File: src/rtl/dmem_arbiter.sv
// dmem_arbiter: two-port (core / loader) arbiter in front of a single shared
// data memory. Grants are combinational; read data, read-valid and error
// flags are registered. A loader burst (l_lock) holds the memory exclusively.
// Optional macro DMEM_ARB_RR_EN replaces core-first priority with round-robin
// on IDLE conflicts.
module dmem_arbiter #(
    parameter int ADDR_W = 5,
    parameter int DATA_W = 32
) (
    input  logic              clk,
    input  logic              rst,
    input  logic              c_req,
    input  logic              c_we,
    input  logic [DATA_W-1:0] c_addr,
    input  logic [DATA_W-1:0] c_wdata,
    output logic              c_gnt,
    output logic              c_stall,
    output logic              c_rvalid,
    output logic [DATA_W-1:0] c_rdata,
    input  logic              l_req,
    input  logic              l_we,
    input  logic [DATA_W-1:0] l_addr,
    input  logic [DATA_W-1:0] l_wdata,
    input  logic              l_lock,
    output logic              l_gnt,
    output logic              l_rvalid,
    output logic [DATA_W-1:0] l_rdata,
    output logic              err,
    output logic [DATA_W-1:0] mem_addr,
    output logic [DATA_W-1:0] mem_wdata,
    output logic              mem_rd,
    output logic              mem_wr,
    input  logic [DATA_W-1:0] mem_rdata
);

    typedef enum logic {
        IDLE,
        LOCKED
    } state_t;

    // Highest legal word-aligned byte address.
    localparam logic [DATA_W-1:0] MAX_ADDR = DATA_W'((1 << ADDR_W) - 4);

    state_t state;
    logic   sel_we;
    logic   sel_bad;
    logic   any_gnt;

`ifdef DMEM_ARB_RR_EN
    // 1: core wins the next IDLE conflict, 0: loader wins.
    logic   prio_core;
`endif

    // Grant selection from current requests and arbitration state.
    always_comb begin
        c_gnt = 1'b0;
        l_gnt = 1'b0;
        if (!rst) begin
            if (state == LOCKED) begin
                l_gnt = l_req;
            end else if (c_req && l_req) begin
`ifdef DMEM_ARB_RR_EN
                c_gnt = prio_core;
                l_gnt = ~prio_core;
`else
                c_gnt = 1'b1;
`endif
            end else begin
                c_gnt = c_req;
                l_gnt = l_req;
            end
        end
    end

    // Steer the granted port onto the memory bus; suppress bad accesses.
    always_comb begin
        if (l_gnt) begin
            mem_addr  = l_addr;
            mem_wdata = l_wdata;
            sel_we    = l_we;
        end else begin
            mem_addr  = c_addr;
            mem_wdata = c_wdata;
            sel_we    = c_we;
        end
        sel_bad = (mem_addr[1:0] != 2'b00) || (mem_addr > MAX_ADDR);
        any_gnt = c_gnt | l_gnt;
        mem_rd  = any_gnt & ~sel_we & ~sel_bad;
        mem_wr  = any_gnt & sel_we & ~sel_bad;
        c_stall = c_req & ~c_gnt;
    end

    // Lock FSM, registered read returns, error pulse and RR pointer.
    always_ff @(posedge clk) begin
        if (rst) begin
            state    <= IDLE;
            c_rvalid <= 1'b0;
            l_rvalid <= 1'b0;
            c_rdata  <= '0;
            l_rdata  <= '0;
            err      <= 1'b0;
`ifdef DMEM_ARB_RR_EN
            prio_core <= 1'b1;
`endif
        end else begin
            err      <= any_gnt & sel_bad;
            c_rvalid <= c_gnt & ~sel_we & ~sel_bad;
            l_rvalid <= l_gnt & ~sel_we & ~sel_bad;
            if (c_gnt && !sel_we && !sel_bad) begin
                c_rdata <= mem_rdata;
            end
            if (l_gnt && !sel_we && !sel_bad) begin
                l_rdata <= mem_rdata;
            end
            case (state)
                IDLE: begin
                    if (l_gnt && l_lock) begin
                        state <= LOCKED;
                    end
                end
                LOCKED: begin
                    if (!l_lock) begin
                        state <= IDLE;
                    end
                end
                default: state <= IDLE;
            endcase
`ifdef DMEM_ARB_RR_EN
            if (c_gnt) begin
                prio_core <= 1'b0;
            end else if (l_gnt) begin
                prio_core <= 1'b1;
            end
`endif
        end
    end

endmodule

File: config.mk
export PLATFORM = sky130hd
export DESIGN_NAME = dmem_arbiter
export DESIGN_NICKNAME = d
export VERILOG_FILES = /design/src/rtl/dmem_arbiter.sv
export SDC_FILE = /design/constraint.sdc
export NUM_CORES = 1
export LEC_CHECK = 0
export CAP_MARGIN = 20
export CORE_MARGIN = 3
export CORE_UTILIZATION = 29
export DETAILED_ROUTE_END_ITERATION = 10
export PLACE_DENSITY = 0.77
export REMOVE_ABC_BUFFERS = 1
export SLEW_MARGIN = 10
export SYNTH_ARGS = -nofsm -noshare
export SYNTH_HDL_FRONTEND = slang
export SYNTH_SLANG_ARGS = --single-unit
File: constraint.sdc
create_clock -name clk -period 1.79 [get_ports clk]
set_input_delay 0.2685 -clock clk [delete_from_list [all_inputs] [get_ports clk]]
set_output_delay 0.2685 -clock clk [all_outputs]
set_load 0.02 [all_outputs]
# Word-level counts from Yosys, hierarchy flattened
# Index checks and enable logic that the tools add are counted.
[classes] mul=0 muxes=12 eq_ne=0 reduce_logical=10 add_sub_neg=0 magnitude_cmp=1 shifts=0 bitwise_logic=15 div=0
[op_table] op="32-bit two-way mux" count=2
[op_table] op="32-bit by 5-bit > comparator with 1-bit output (second input constant)" count=1
[op_table] op="1-bit AND" count=10
[op_table] op="1-bit two-way mux" count=9
[op_table] op="1-bit logical AND" count=6
[op_table] op="1-bit inverter" count=4
[op_table] op="1-bit logical NOT" count=2
[op_table] op="1-bit case mux with 2 select lines" count=1
[op_table] op="2-bit nonzero test" count=1
[op_table] op="1-bit logical OR" count=1
[op_table] op="1-bit OR" count=1
[totals] inputBits=167 wordCells=44 latchBits=0 regBits=68 mem_bits_rw=0 out_inout_bits=136 rom_bits=0 memories=0

# Longest topological paths before layout
# Gate-level depths: netlist of run 1.
[depth] word_depth=9 depth_mapped=7 mapped_depth_nobuf=5

# Least setup slack after synthesis of run 1
# OpenSTA, ideal clock, no wires.
[synth_timing] path_type="input port to output port" startpoint="in c_addr[30]" endpoint="out mem_wr" arrival_time_ps=1779 stages=4 n_path_buf=0 required_ps=1521 setup_slack_ps=-257 path_cell_list="nor4_1 -> nand4_1 -> or3_1 -> a221oi_1"
[synth_via] elab_chain_cells=5
[synth_lines] item="start: declaration" line_no="14" rtl="input logic [DATA_W-1:0] c_addr,"
[synth_lines] item="32-bit two-way mux" line_no="77" rtl="if (l_gnt) begin"
[synth_lines] item="32-bit by 5-bit > comparator with 1-bit output" line_no="86" rtl="sel_bad = (mem_addr[1:0] != 2'b00) || (mem_addr > MAX_ADDR);"
[synth_lines] item="1-bit logical OR" line_no="86"
[synth_lines] item="1-bit inverter" line_no="89" rtl="mem_wr = any_gnt & sel_we & ~sel_bad;"
[synth_lines] item="1-bit AND" line_no="89"
[synth_lines] item="end: declaration" line_no="32" rtl="output logic mem_wr,"
# No other way between the ends.

# Worst setup path in the final report of run 1
[layout_timing] startpoint="in l_addr[11]" endpoint="out mem_wr"
[layout_via] elab_chain_cells=5
[layout_lines] item="start: declaration" line_no="22" rtl="input logic [DATA_W-1:0] l_addr,"
[layout_lines] item="32-bit two-way mux" line_no="77"
[layout_lines] item="32-bit by 5-bit > comparator with 1-bit output" line_no="86"
[layout_lines] item="1-bit logical OR" line_no="86"
[layout_lines] item="1-bit inverter" line_no="89"
[layout_lines] item="1-bit AND" line_no="89"
# No other way between the ends.

==> results of run 1 <==
power groups by stage:
stage	clock, W	combinational, W	sequential (W)
detailed placement	0	0.00112	0.00155
global route	0.00173	0.00153	0.00152
CTS	0.00166	0.00114	0.00152
global placement	0	0.00111	0.00155
floorplan	0	0.000350	0.00155
finish	0.00161	0.00147	0.00152
through the flow:
step	cell area (um2)	power, W
detailed placement	7100	0.00267
global placement	7100	0.00266
finish	8900	0.00460
CTS	7810	0.00431
floorplan	3400	0.00190
global route	8900	0.00478
cell type report:
| class | instances | area (um2) |
|---|---|---|
| diodes | 3 | 7.51 |
| clock inverters | 6 | 48.8 |
| well taps | 164 | 205 |
| inverters | 4 | 35.0 |
| repair inverters | 1 | 16.3 |
| fillers | 764 | 2860 |
| repair buffers | 385 | 4110 |
| flip-flops and latches | 68 | 1370 |
| clock buffers | 10 | 229 |
| multi-input cells | 394 | 2880 |
synthesized netlist by cell type:
cell / n
or3_1: 3
nand4_1: 3
a211oi_1: 1
nand2b_1: 2
nor3_1: 2
a31oi_1: 1
buf_12: 2
or4_4: 1
buf_8: 1
nor4_4: 1
o211a_1: 1
mux2i_1: 64
inv_12: 1
buf_1: 3
nand3_1: 1
nor2_1: 4
o211ai_1: 1
buf_6: 3
o2111a_1: 1
inv_2: 1
clkbuf_1: 21
nor4_1: 9
nor2b_1: 3
nor4_2: 3
nand2_1: 292
inv_1: 2
a221oi_1: 1
dfxtp_1: 68
worst max path at each step:
stage / to / slack [ns] / start / cells past startpoint
2_1_floorplan: mem_addr[0] / -1.55 / state / 5
3_3_place_gp: mem_wr / -1.07 / c_addr[30] / 8
3_5_place_dp: mem_wr / -1.10 / c_addr[30] / 8
4_1_cts: mem_wr / -0.44 / c_addr[11] / 8
5_1_grt: mem_wr / -0.60 / l_addr[11] / 7
6_report: mem_wr / -0.50 / l_addr[11] / 7
sequential cells by signal, summed over array words and instances, names as in the netlist:
name,cells
err,1
c_rdata,32
c_rvalid,1
l_rdata,32
l_rvalid,1
state,1
layer usage:
metal,global-route usage,vias to the layer above
met5,0,-
met4,0.0742,4
met3,0.0956,76
met2,0.439,258
met1,0.281,2391
li1,-,2337
critical path, cell delays in order:
cell and delay (ns):
dlygate4sd2_1 0.29, nor3_2 0.28, nand4_1 0.20, or3_4 0.44, a221oi_2 0.28, buf_4 0.16, buf_12 0.10
logic make-up after synthesis:
kind of cell,Yosys count
AOI/OAI and AO/OA,6
buffers and inverters,34
DFF,68
muxes,64
and+or+nand+nor,324
cell usage in the layout (no fill, tap or decap), drive strengths merged, types with 3 or more instances in the layout:
cell type,n
buf,152
clkbuf,31
clkdlybuf4s15,12
clkdlybuf4s50,174
clkinvlp,3
dfxtp,68
diode,3
dlygate4sd2,26
inv,6
mux2i,64
nand2,292
nand4,3
nor2,4
nor2b,3
nor4,13
or3,3
repair_timing:
| action | in CTS | in global routing |
|---|---|---|
| cloned | 7 | 9 |
| setup buffers | 31 | 19 |
| setup endpoints to repair | 136 | 135 |
| resized for setup | 478 | 320 |
| pin swaps | 30 | 119 |
==> reports/results.ini, run 1 <==
[worst_setup_path]
cp-start-kind=input pin
rr_worst_depth=7
cp.required_ns=1.52
r2r_slack_ns=-0.13
rr_endpoint=l_rdata[6]
crit_path_end_kind=output pin
crit_fanout=3
crit-reg2reg-launch=state
cp.arrival_ns=2.03
worstSetupPathType=input pin to output pin

[detailed_routing]
drc=0
drt-initial-drc-count=229
wl_met2_mm=10.5
wl_per_cell_um=20.5
wirelength_met1_mm=7.58
highest_layer=met5
via_count=5066
wirelength_mm=21.2
via_per_inst=4.89
ant_nets=0
first_pass_iters=4
wl_met3_mm=2.11

[sta]
worst_slew_pin_slew_ns=0.404
skew_ns=0.00707
maxSlewHeadroom=0.730
finalSetupViolCount=130
setup_tns_ns=-14.40
hold_ws_ns=0.457
layout_setup_ws_ns=-0.504
min_period_ns=2.29
fmax_mhz=436
report.final.slew_viol_count=0
rsz0062_at_grt=true
hold_viol=0
min_period_over_period=1.28

[logic_synthesis]
ys_ff_latch=68
synth-simple-area-share=0.369
synth_area_mm2=0.00358
synth_top_area_share=0.380
synth_adder_area_share=0
synth_xor_area_frac=0
synth_seq_area_share=0.380
yosys.area.top_type=dfxtp_1
synthCells=496
synth_cell_types=28
synth_compound_area_frac=0.0143
synth_top_family_by_area=simple AND/OR/NAND/NOR gates
yosysWarnings=0
muxShareOfSynthArea=0.179
synth.area.top_cells=dfxtp_1, nand2_1, mux2i_1
syn_area_per_cell_um2=7.22

[clock_network]
clockRootBuffer=clkbuf_16
htree_levels=3
cts_buffers=9
cts_tree=done
clock_sinks=68
cts_hold_buffers=0
cts.reportedPaths.clkPinSlew_ns=0.06
clk_latency_ns=0.32
cts_buffer_depth=2

[global_route]
grt.total_usage=0.250
grt-ovfl-total=0
grt_pass1_wl_mm=26.3
grt_pass1_vias=4871
antenna_found_initial=4
grt_max_degree=54

[power]
clockPowerShare=0.351
power_density_mw_per_mm2=516
seqPwrFrac=0.330
p_leak_nw=4.00
p_int_w=0.00322
peakVddDrop_mv=0.534
p_sw_frac=0.299
comb_power_share=0.319
p_sw_w=0.00137

[layout]
syn_to_final_growth_pct=149
final_util=0.757
nets=1030
drive_above_1_share=0.414
fin_cells=1035

[worst_hold_path]
min_from=c_rdata[27]
min_path_cells=2
holdPathEnd=c_rdata[27]
holdCritPathClass=flop to flop

[floorplan]
rows=39
die_area_mm2=0.0137
die-width_um=117
coreArea_mm2=0.0118
initial_utilization=0.305
die_h_um=117
io_pins=303

[place]
dp.cells=976
dp_hpwl_mm=13.5
gp_congestion=0.882
io_buffers=302
pre_cts_slack_ns=-1.10

[job]
maxCapViolations=0

[status]
violations=setup timing
status=complete, but fails checks

No activity file was read; power rests on OpenSTA's default activity.
==> inputs of run 2 (changes only) <==
--- a/config.mk
+++ b/config.mk
@@ -6,10 +6,10 @@
 export NUM_CORES = 1
 export LEC_CHECK = 0
 export CAP_MARGIN = 20
-export CORE_MARGIN = 3
-export CORE_UTILIZATION = 29
+export CORE_AREA = 3 3 117 119
 export DETAILED_ROUTE_END_ITERATION = 10
-export PLACE_DENSITY = 0.77
+export DIE_AREA = 0 0 120 122
+export PLACE_DENSITY = 0.71
 export REMOVE_ABC_BUFFERS = 1
 export SLEW_MARGIN = 10
 export SYNTH_ARGS = -nofsm -noshare
==> constraint.sdc (replaced) <==
create_clock -name clk -period 2.5 [get_ports clk]
set_input_delay 0.375 -clock clk [delete_from_list [all_inputs] [get_ports clk]]
set_output_delay 0.375 -clock clk [all_outputs]
set_load 0.1 [all_outputs]
==> reports/results.ini, run 2 (synthesized netlist as in run 1, its figures left out) <==
[status]
status=finished clean

[place]
place_area_mm2=0.00754
dp.cells=981
io_buffers=302
gp_congestion=0.981
dp_hpwl_mm=14.9

[layout]
design_area_mm2=0.00805
seqCellArea_mm2=0.00136
final_cell_mix=nand2_1, buf_4, clkdlybuf4s50_1
syn_to_final_growth_pct=125
n_fill_cell=1071
fin_cells=1017
final_util=0.636
layout_commonest_cell=nand2_1
multi_input_area_mm2=0.00213
nets=1006
drive_above_1_share=0.309
top_regs=c_rdata: 32 flops, l_rdata: 32 flops

[worst_setup_path]
cp.required_ns=2.12
cp.arrival_ns=2.06
worstSetupPathType=input pin to output pin
slowest_delay_ns=0.47
crit_path_end_kind=output pin
cp-start-kind=input pin
crit_slowest_cell=or3_4
rr_worst_depth=10
crit_chain=buf_2 > nor4_4 > nand4_1 > or3_4 > a221oi_2 > buf_4 > buf_12
crit_fanout=3

[detailed_routing]
wl_per_cell_um=18.3
via_per_inst=4.54
ant_nets=0
via_count=4618
wirelength_mm=18.6
drt-initial-drc-count=228
first_pass_iters=4
drc=0

[clock_network]
htree_levels=3
cts_tree=done
cts.reportedPaths.clkPinSlew_ns=0.06
clockRootBuffer=clkbuf_16
clk_latency_ns=0.33
cts_hold_buffers=0
cts_buffers=9
clock_sinks=68
cts_buffer_depth=2

[sta]
min_period_over_period=0.975
fmax_mhz=410
finalSetupViolCount=0
hold_viol=0
worst_slew_pin_slew_ns=0.388
report.final.slew_viol_count=0
rsz0062_at_grt=true
maxSlewHeadroom=0.741
skew_ns=0.00501
min_period_ns=2.44

[floorplan]
die_h_um=122
io_pins=303
rows=41
coreArea_mm2=0.0127
die-width_um=120
initial_utilization=0.283
die_area_mm2=0.0146

[power]
power_density_mw_per_mm2=508
p_leak_nw=3.80
peakVddDrop_mv=0.497
total_power_w=0.00409

[global_route]
grt_max_degree=45
grt.total_usage=0.238
antenna_found_initial=2
grt_pass1_wl_mm=26.8
grt_pass1_vias=4713
grt-ovfl-total=0

[job]
maxCapViolations=0

[worst_hold_path]
min_path_cells=2
holdCritPathClass=flop to flop

[run 2: changes by cell type in the layout (fill, tap and decap cells not counted), moves of 5 or more]
cell             delta
dlygate4sd2_1       -5
nand2_1           +137
buf_4              +86
clkdlybuf4s50_1    -68
nand2_2            -68
buf_6              -76
buf_8               -6
buf_12             +55
clkbuf_16           -6
nand2_4            -68
[run 2: layer usage]
metal | global-route usage | share of wire
met2 | 0.427 | 0.50
met1 | 0.268 | 0.38
met4 | 0.0752 | 0.023
met5 | 0 | 0.00059
met3 | 0.0757 | 0.094
[run 2: final cells by class]
type                    count  area share
diodes                      1    0.000311
repair buffers            362       0.492
flip-flops and latches     68       0.169
clock inverters             7      0.0151
well taps                 172      0.0267
clock buffers               9      0.0280
multi-input cells         394       0.265
inverters                   4     0.00342
[run 2: power by group]
| group | internal, W | switching, W |
|---|---|---|
| registers | 0.00109 | 0.000000796 |
| logic | 0.000595 | 0.000936 |
| clock network | 0.000983 | 0.000491 |
[run 2: what timing repair did]
item	in CTS	in global routing
endpoints found under the setup margin	2	41
pin swaps	23	19
buffers inserted	16	3
gates resized for setup	107	56
cloned	0	2
[run 2: worst paths after layout]
kind | startpoint | endpoint | slack (ns)
worst max-delay path | l_addr[27] | mem_wr | 0.06
worst min-delay path | l_rdata[7] | l_rdata[7] | 0.46
worst max register to register | state | l_rdata[12] | 0.14
worst min register to register | l_rdata[7] | l_rdata[7] | 0.46
[run 2: through the flow]
stage / setup slack (ns) / hold slack, ns / TNS, ns
6_report: 0.0615 / 0.458 / 0
3_3_place_gp: -0.493 / 0.443 / -9.63
2_1_floorplan: -1.92 / 0.486 / -138.49
3_5_place_dp: -0.577 / 0.446 / -12.40
5_1_grt: -0.0206 / 0.475 / -0.180
4_1_cts: 0.000469 / 0.461 / 0
[run 2: critical path: cells and delay by family]
family,cells,cell delay (ns)
buffers and inverters,3,0.46
AND/OR/NAND/NOR,3,0.98
AO/OA/AOI/OAI,1,0.25
